### src/rtl/fp_pkg.sv
// Shared types for the fixed-point unit initiator: word format, opcodes,
// FSM states and the queued command record.
package fp_pkg;

  localparam int N = 32;
  localparam int Q = 15;

  typedef enum logic [1:0] {OP_ADD, OP_SUB, OP_MUL, OP_DIV} fp_op_e;

  typedef enum logic [1:0] {IDLE, ISSUE, WAIT, RESP} state_e;

  typedef struct packed {
    logic [N-1:0] a;
    logic [N-1:0] b;
    fp_op_e       op;
  } fp_cmd_t;

endpackage

### src/rtl/fp_cmd_fifo.sv
// Synchronous command FIFO. Flags come from the registered count only, so
// a full FIFO stays full for the cycle in which it is also popped.
module fp_cmd_fifo
  import fp_pkg::*;
#(
  parameter int DEPTH = 4
) (
  input  logic    clk,
  input  logic    rst,
  input  logic    push,
  input  logic    pop,
  input  fp_cmd_t wr_data,
  output fp_cmd_t rd_data,
  output logic    full,
  output logic    empty
);

  localparam int AW = $clog2(DEPTH);
  localparam int CW = AW + 1;
  localparam logic [CW-1:0] FULL_CNT = CW'(DEPTH);

  fp_cmd_t       mem [DEPTH];
  logic [AW-1:0] wr_ptr;
  logic [AW-1:0] rd_ptr;
  logic [CW-1:0] count;
  logic          do_push;
  logic          do_pop;

  assign full    = (count == FULL_CNT);
  assign empty   = (count == '0);
  assign do_push = push && !full;
  assign do_pop  = pop && !empty;
  assign rd_data = mem[rd_ptr];

  // Pointers are exactly log2(DEPTH) bits, so they wrap without extra logic.
  always_ff @(posedge clk) begin
    if (rst) begin
      wr_ptr <= '0;
      rd_ptr <= '0;
      count  <= '0;
    end else begin
      if (do_push) wr_ptr <= wr_ptr + AW'(1);
      if (do_pop)  rd_ptr <= rd_ptr + AW'(1);
      case ({do_push, do_pop})
        2'b10:   count <= count + CW'(1);
        2'b01:   count <= count - CW'(1);
        default: count <= count;
      endcase
    end
  end

  always_ff @(posedge clk) begin
    if (do_push) mem[wr_ptr] <= wr_data;
  end

endmodule

### src/rtl/fp_op_initiator.sv
// Drives the fixed-point unit's slave port: queues host requests, launches one
// operation at a time, waits for done_flag or timeout, returns the result.
//
// Handshakes: a transfer happens on a rising clock edge where valid and ready
// are both high; once raised, valid and its payload hold until that edge.
module fp_op_initiator
  import fp_pkg::*;
#(
  parameter int CMD_DEPTH = 4,
  parameter int TIMEOUT   = 255
) (
  input  logic         clk,
  input  logic         rst,
  input  logic         req_valid,
  output logic         req_ready,
  input  logic [N-1:0] req_a,
  input  logic [N-1:0] req_b,
  input  logic [1:0]   req_op,
  output logic         rsp_valid,
  input  logic         rsp_ready,
  output logic [N-1:0] rsp_c,
  output logic         rsp_timeout,
  output logic [N-1:0] a,
  output logic [N-1:0] b,
  output logic [1:0]   opcode,
  output logic         start,
  input  logic [N-1:0] c,
  input  logic         done_flag
);

  localparam logic [15:0] TO_LAST = 16'(TIMEOUT - 1);

  state_e      state_q;
  state_e      state_d;
  logic        pop;
  logic        fifo_full;
  logic        fifo_empty;
  fp_cmd_t     req_cmd;
  fp_cmd_t     head;
  logic [15:0] wait_cnt;

  assign req_cmd   = '{a: req_a, b: req_b, op: fp_op_e'(req_op)};
  assign req_ready = !rst && !fifo_full;

  fp_cmd_fifo #(.DEPTH(CMD_DEPTH)) u_fifo (
    .clk     (clk),
    .rst     (rst),
    .push    (req_valid && req_ready),
    .pop     (pop),
    .wr_data (req_cmd),
    .rd_data (head),
    .full    (fifo_full),
    .empty   (fifo_empty)
  );

  always_comb begin
    state_d = state_q;
    pop     = 1'b0;
    unique case (state_q)
      IDLE: begin
        if (!fifo_empty) begin
          pop     = 1'b1;
          state_d = ISSUE;
        end
      end
      ISSUE: state_d = WAIT;
      WAIT: begin
        if (done_flag || wait_cnt == TO_LAST) state_d = RESP;
      end
      RESP: begin
        if (rsp_ready) begin
          if (!fifo_empty) begin
            pop     = 1'b1;
            state_d = ISSUE;
          end else begin
            state_d = IDLE;
          end
        end
      end
      default: state_d = IDLE;
    endcase
  end

  // done_flag is only honoured in WAIT; an ISSUE-cycle pulse is a stale leftover.
  always_ff @(posedge clk) begin
    if (rst) begin
      state_q     <= IDLE;
      wait_cnt    <= '0;
      a           <= '0;
      b           <= '0;
      opcode      <= '0;
      rsp_c       <= '0;
      rsp_timeout <= 1'b0;
    end else begin
      state_q <= state_d;
      if (pop) begin
        a      <= head.a;
        b      <= head.b;
        opcode <= head.op;
      end
      if (state_q == ISSUE) begin
        wait_cnt <= '0;
      end else if (state_q == WAIT && !done_flag && wait_cnt != TO_LAST) begin
        wait_cnt <= wait_cnt + 16'd1;
      end
      if (state_q == WAIT) begin
        if (done_flag) begin
          rsp_c       <= c;
          rsp_timeout <= 1'b0;
        end else if (wait_cnt == TO_LAST) begin
          rsp_c       <= '0;
          rsp_timeout <= 1'b1;
        end
      end
    end
  end

  assign start     = (state_q == ISSUE);
  assign rsp_valid = (state_q == RESP);

endmodule

### config.mk
export PLATFORM = sky130hd
export DESIGN_NAME = fp_op_initiator
export DESIGN_NICKNAME = d
export VERILOG_FILES = /design/src/rtl/fp_pkg.sv /design/src/rtl/fp_cmd_fifo.sv /design/src/rtl/fp_op_initiator.sv
export SDC_FILE = /design/constraint.sdc
export NUM_CORES = 1
export LEC_CHECK = 0
export BUFFER_PORTS_ARGS = -buffer_cell sky130_fd_sc_hd__buf_2
export CORE_MARGIN = 3
export CORE_UTILIZATION = 30
export CTS_BUF_LIST = sky130_fd_sc_hd__clkbuf_4 sky130_fd_sc_hd__clkbuf_8 sky130_fd_sc_hd__clkbuf_16
export DETAILED_ROUTE_END_ITERATION = 7
export HOLD_SLACK_MARGIN = 0.02
export PLACE_DENSITY = 0.47
export SLEW_MARGIN = 10
export SYNTH_ARGS = -nofsm -noshare
export SYNTH_HDL_FRONTEND = slang
export SYNTH_HIERARCHICAL = 1
export SYNTH_SLANG_ARGS = --single-unit
### constraint.sdc
create_clock -name clk -period 3.4 [get_ports clk]
set_input_delay 0.68 -clock clk [delete_from_list [all_inputs] [get_ports clk]]
set_output_delay 0.68 -clock clk [all_outputs]
set_load 0.05 [all_outputs]
[Yosys cells after proc, flatten, opt, wreduce, memory -nomap -nowiden]
Memories as Yosys holds them, arrays and structs flattened. A register that Yosys moved wholly into a read port is not among the register bits.
Index checks and enable logic that the tools add are counted.
Word-level totals
  input port bits: 103
  memory bits (writable): 264
  memories: 1
  output and inout bits: 102
  word-level logic and storage cells: 57
  register bits after elaboration: 58
Operators by class
  reduce and logical (&&, ||, !) cells: 18
  multiplexer cells: 15
  add/subtract/negate cells: 5
  equal/unequal tests: 11
Memory list
  u_fifo.mem: words 4, width 66, read ports 1, clocked after memory_dff 1, wr ports 1, line fp_cmd_fifo.sv:22  | fp_cmd_t mem [DEPTH];
Operator list (count)
  32-bit 2-to-1 mux: 2
  16-bit by 1-bit adder with 16-bit output (second input constant): 1
  16-bit by 8-bit equality test with 1-bit output (second input constant): 1
  16-bit by 8-bit inequality test with 1-bit output (second input constant): 1
  2-bit one-hot mux with 4 select lines: 1
  1-bit 2-to-1 mux: 7
  2-bit equality test (second input constant): 3
  1-bit logical AND: 6
  2-bit 2-to-1 mux: 3
  3-bit one-hot mux with 2 select lines: 1
  2-bit by 1-bit adder with 2-bit output (second input constant): 2
  2-bit by 1-bit equality test with 1-bit output (second input constant): 2
  1-bit logical NOT: 4
  2-bit inequality test (second input constant): 2
  2-bit nonzero test: 2
  3-bit by 1-bit adder with 3-bit output (second input constant): 1
  3-bit equality test (second input constant): 1
  3-bit logical NOT: 1
  3-bit AND reduction: 1
  3-bit by 1-bit subtractor with 3-bit output (second input constant): 1
  2-bit logical NOT: 1
  2-bit by 1-bit inequality test with 1-bit output (second input constant): 1
  1-bit one-hot mux with 2 select lines: 1
  2-bit AND reduction: 1
  2 further kinds: 2

[Logic depth before layout (Yosys ltp)]
  depth in word-level cells: 7
  gate-level depth with buffers: 15
  mapped depth without buffers: 13

[Modules after synthesis]
Netlist, hierarchy kept.
By module, submodules not included
  fp_cmd_fifo: area an instance 9988.3 µm², seq. area each 8107.8 µm², times used 1, cells an instance 398
  fp_op_initiator: area an instance 4352.9 µm², seq. area each 2342.2 µm², times used 1, cells an instance 495

[Worst setup path after synthesis]
Ideal clock, no wire load.
  path type: input-to-reg
  start: input port rst
  end: memory u_fifo/mem[0][0] (netlist name) (enable)
  arrival time: 3649 ps
  setup time: 431 ps
  path buffers: 1
  required time: 2969 ps
  cell stages on the path: 6
  path slack: -680 ps
  path through: clkbuf_1 -> nor2_1 -> and2_1 -> inv_1 -> nor2_1 -> and2_1
On the way
  word-level cells in the longest chain between the ends: 6
Ends and longest elaborated chain
  start, declared: line fp_op_initiator.sv:13  | input logic rst,
  1-bit logical NOT: line fp_op_initiator.sv:43  | assign req_ready = !rst && !fifo_full;
  1-bit logical AND: line fp_op_initiator.sv:43
  named net req_ready: line fp_op_initiator.sv:15  | output logic req_ready,
  1-bit logical AND: line fp_op_initiator.sv:48  | .push (req_valid && req_ready),
  1-bit logical AND: line fp_cmd_fifo.sv:31  | assign do_push = push && !full;
  1-bit 2-to-1 mux: line fp_cmd_fifo.sv:53  | if (do_push) mem[wr_ptr] <= wr_data;
  1-bit 2-to-1 mux (implied by the code): line fp_cmd_fifo.sv:53
  end, declared: line fp_cmd_fifo.sv:22
The timed path passes the listed nets, and every way through them passes these cells.

[Worst setup path in the final report]
  start: register state_q[0]
  end: register u_fifo.count[2]
On the way
  word-level cells in the longest chain between the ends: 5
  elaborated cells between the ends (all ways): 8
  classes of those cells: eq/ne (3); mux (2); reduce/logical (3)
Ends and longest elaborated chain
  start, declared: line fp_op_initiator.sv:33  | state_e state_q;
  start signal, assigned: line fp_op_initiator.sv:95  | state_q <= state_d;
  2-bit equality test or 2-bit logical NOT (tied branches): line fp_op_initiator.sv:59  | unique case (state_q)
  1-bit one-hot mux with 2 select lines (*): line fp_op_initiator.sv:59
  1-bit logical AND (*): line fp_cmd_fifo.sv:32  | assign do_pop = pop && !empty;
  named net u_fifo.do_pop: line fp_cmd_fifo.sv:27  | logic do_pop;
  2-bit by 1-bit equality test with 1-bit output or 2-bit equality test (tied branches): line fp_cmd_fifo.sv:44  | case ({do_push, do_pop})
  3-bit one-hot mux with 2 select lines or 2-bit nonzero test (tied branches)
  end signal, assigned: line fp_cmd_fifo.sv:45  | 2'b10: count <= count + CW'(1);
  end signal, assigned: line fp_cmd_fifo.sv:46  | 2'b01: count <= count - CW'(1);
  end signal, assigned: line fp_cmd_fifo.sv:47  | default: count <= count;
  end, declared: line fp_cmd_fifo.sv:25  | logic [CW-1:0] count;
Mark *: on every way through the listed nets, which the timed path passes. The rest lies on a longest branch.
A chain may end at the register's enable or synchronous reset.

==> results list <==
* Power Density: 709 nW/um^2
- CP peak stage delay: 0.39 ns
* CP Cell Sequence: inv_1, ha_1, or3_4, inv_2, o31ai_1, inv_1, ha_1, inv_1, fa_1, xor2_1, or3_1, a21oi_1
- Most common cell in the netlist: sky130_fd_sc_hd__edfxtp_1
* Post-route antenna net violation count: 0
- Die Y: 225 um
- Avg Inst Size Synth: 16.1 sq um
- Setup violators final: 0
* Max Freq: 0.367 GHz
- Row generation in the floorplan step produced 79 rows.
- Cell area after technology mapping: 14300 sq um
* Final net count: 1228
- Global routing consumed, over all layers together, 13.4% of the routing resources.
- Layout overhead on the synthesized area: 22.7%
- The commonest cells after synthesis are 264 x sky130_fd_sc_hd__edfxtp_1, 143 x sky130_fd_sc_hd__nand2_1, 126 x sky130_fd_sc_hd__dfxtp_1.
- At the pin with the least slew margin, the transition time is 1.05 ns.
- DR WL/cell: 19.2 um
- Data arrives at the worst endpoint at 3.21 ns.
- Number of antenna violations at the first check in global routing: 9
- The number of nets handed over by synthesis was 1009.
* DR vias: 8249
- Grouping stages by cell kind, the critical path spends the most delay in adder cells.
- The number of hold violations in the final report is 0.
- Vias in the first global route: 8671
- After detailed routing, the number of vias per cell comes to 4.69.
* Critical path data required time: 3.88 ns
- Placer Congestion: 0.709
- Share of Yosys cell area claimed by the top area cell type: 55.3%
- Number of register bits inferred by synthesis: 390
- Slowest cell on crit path: sky130_fd_sc_hd__or3_4
- The netlist uses 50 different library cells.
- Number of buffers inserted for hold repair after clock tree synthesis: 0
* Post-route minimum period: 2.72 ns
* Asr flop ratio synth: 0%
- HPWL after detailed placement: 20.3 mm
* Die span in x: 225 um
- Maximum number of pins on one net before global-route repair: 82
- Clock buffer count from CTS: 44
- The floorplan step defined a die boundary enclosing 50500 sq um.
- The initial utilization of the core area, before any placement, comes to 30.6%.
- Maximum number of buffers from clock root to sink: 3
* Remaining DRCs: 0
- The worst pin sits at a relative slew slack of 29.9%.
- Result of the run: finished, final reports clean
- Count of maximum capacitance violations: 0
* Number of search-and-repair iterations in the first detailed-routing pass: 4
- Maximum level of the CTS H-tree: 2
* Worst reg2reg setup slack: 0.68 ns
- Sum of buffers and inverters on the critical path: 4
- Core area: 46900 sq um
* Unrepaired setup endpoints after global routing: no
- The critical path is of the reg -> reg type.
- The worst setup path is captured at a register.
* P_leak: 6.23 nW
- Final Cycle Share: 80.1%
- In this run, post-CTS repair resized a total of 0 instances.
* Most repeated library cell on the critical path: sky130_fd_sc_hd__inv_1
* CTS tree: built
- Slew Limit Fails: 0
* Final-layout worst hold slack: 0.318 ns
- Of the cells placed in the final design, the portion with a size suffix greater than 1 is 33.0%.
* Setup fix buffers added after clock tree synthesis: 0
- Cell types occupying the most area after synthesis: sky130_fd_sc_hd__edfxtp_1 55%, sky130_fd_sc_hd__dfxtp_1 18%, sky130_fd_sc_hd__mux4_2 10%
- In this run, the number of DRC markers left after iteration 0 of detailed routing was 367.
* Peak supply drop: 0.380 mV
- During synthesis, Yosys emitted a total of 6 warnings.
- Counting flops with a built-in enable in the synthesized netlist gives 264.
* Number of top-level pins: 205
- Hold Path Class: in -> reg
- Counting every sink on the clock net gives 390.
- The first global-routing pass estimated 52.1 mm of wire.
* Sum of overflow across all layers after global routing: 0
* Synthesized instance count: 893
- Library cell with the largest summed area after synthesis: sky130_fd_sc_hd__edfxtp_1
- Final Routed Wirelength: 33.8 mm
- Setup TNS: 0 ns
* Root cell of the clock tree: sky130_fd_sc_hd__clkbuf_16
- After clock tree synthesis, the clock-pin slew on the worst setup and hold paths is 0.06 ns.
* Max Clock Skew: 0.0247 ns
- The worst setup path is launched from a register.
- Part of the Yosys area used for sequential elements: 72.9%
* Port Buf Inserts: 204
* Worst skew pair latency: 0.57 ns
- Largest fanout on the critical path: 4
- Primary flip-flop cell chosen by synthesis mapping: sky130_fd_sc_hd__edfxtp_1
## layout by cell type, fill, tap and decap left out, types with 6 or more instances in the layout
| master | instances |
|---|---|
| sky130_fd_sc_hd__ha_1 | 12 |
| sky130_fd_sc_hd__buf_2 | 203 |
| sky130_fd_sc_hd__or3_1 | 8 |
| sky130_fd_sc_hd__clkbuf_16 | 44 |
| sky130_fd_sc_hd__nand2_1 | 143 |
| sky130_fd_sc_hd__dfxtp_1 | 124 |
| sky130_fd_sc_hd__a22o_1 | 32 |
| sky130_fd_sc_hd__buf_12 | 8 |
| sky130_fd_sc_hd__o21ai_0 | 9 |
| sky130_fd_sc_hd__a21oi_1 | 83 |
| sky130_fd_sc_hd__clkinv_2 | 6 |
| sky130_fd_sc_hd__mux4_2 | 66 |
| sky130_fd_sc_hd__clkbuf_8 | 7 |
| sky130_fd_sc_hd__o31ai_1 | 6 |
| sky130_fd_sc_hd__clkbuf_4 | 13 |
| sky130_fd_sc_hd__nor2_1 | 9 |
| sky130_fd_sc_hd__inv_1 | 16 |
| sky130_fd_sc_hd__buf_4 | 11 |
| sky130_fd_sc_hd__edfxtp_1 | 264 |
## metal layers
metal  global-route usage (%)  up-vias  routed length (um)
met5                        0        -                  90
met2                     21.5      221               15700
met3                     3.80       66                2150
met4                     4.08       14                 659
met1                     17.9     4095               15200
li1                         -     3853                   -
## stage by stage
step	cell area, sq um	setup slack (ns)	total power, W	utilization (%)	instances
detailed placement	16100	0.672	0.00791	34.4	1673
global route	17600	0.465	0.0131	37.5	1755
global placement	16100	0.704	0.00790	34.4	1673
finish	17600	0.677	0.0125	37.6	1757
CTS	17600	0.646	0.0127	37.5	1755
floorplan	14300	0.0331	0.00724	-	893
## final timing paths
kind,startpoint,to,cells past startpoint
worst max register to register,state_q[0],u_fifo/count[2],12
worst min register to register,b[1],b[1],2
worst min-delay path,req_b[28],u_fifo/mem[3][30],1
worst max-delay path,state_q[0],u_fifo/count[2],12
## where the power goes
group | total, W | switching (W) | internal, W
sequential | 0.00555 | 0.000174 | 0.00537
clock | 0.00472 | 0.00190 | 0.00282
combinational | 0.00221 | 0.00159 | 0.000616
## worst register-to-register path, delay by kind of cell, from the launching register on
kind	cells	cell delay, ns
buffers and inverters	4	0.31
xor gates and xnor gates	1	0.16
adders and majority gates	3	0.85
AOI/OAI and AO/OA	2	0.24
DFF	1	0.38
and+or+nand+nor	2	0.70
## kinds of logic after synthesis
family | synth area share (%)
flip-flops | 72.9
AND/OR/NAND/NOR | 6.63
AO/OA/AOI/OAI | 6.17
multiplexers | 10.6
buffers and inverters | 2.27
adder cells (fa/ha/maj) | 1.19
XOR/XNOR | 0.305
## final cells by class
cell class	count	area, sq um
fillers	4465	29300
flip-flops and latches	390	10500
multi-input cells	437	3580
clock buffers	64	1290
repair buffers	222	1260
well taps	607	759
clock inverters	18	169
inverters	17	63.8
diodes	2	5.00
## flip-flops by register name, indices dropped and copies added (netlist names), named ones only
register       cells
rsp_timeout        1
state_q            2
a                 32
u_fifo/count       3
b                 32
u_fifo/mem       264
u_fifo/rd_ptr      2
wait_cnt          16
opcode             2
rsp_c             32
u_fifo/wr_ptr      2
Note: power is estimated with default switching activity, not from simulation.
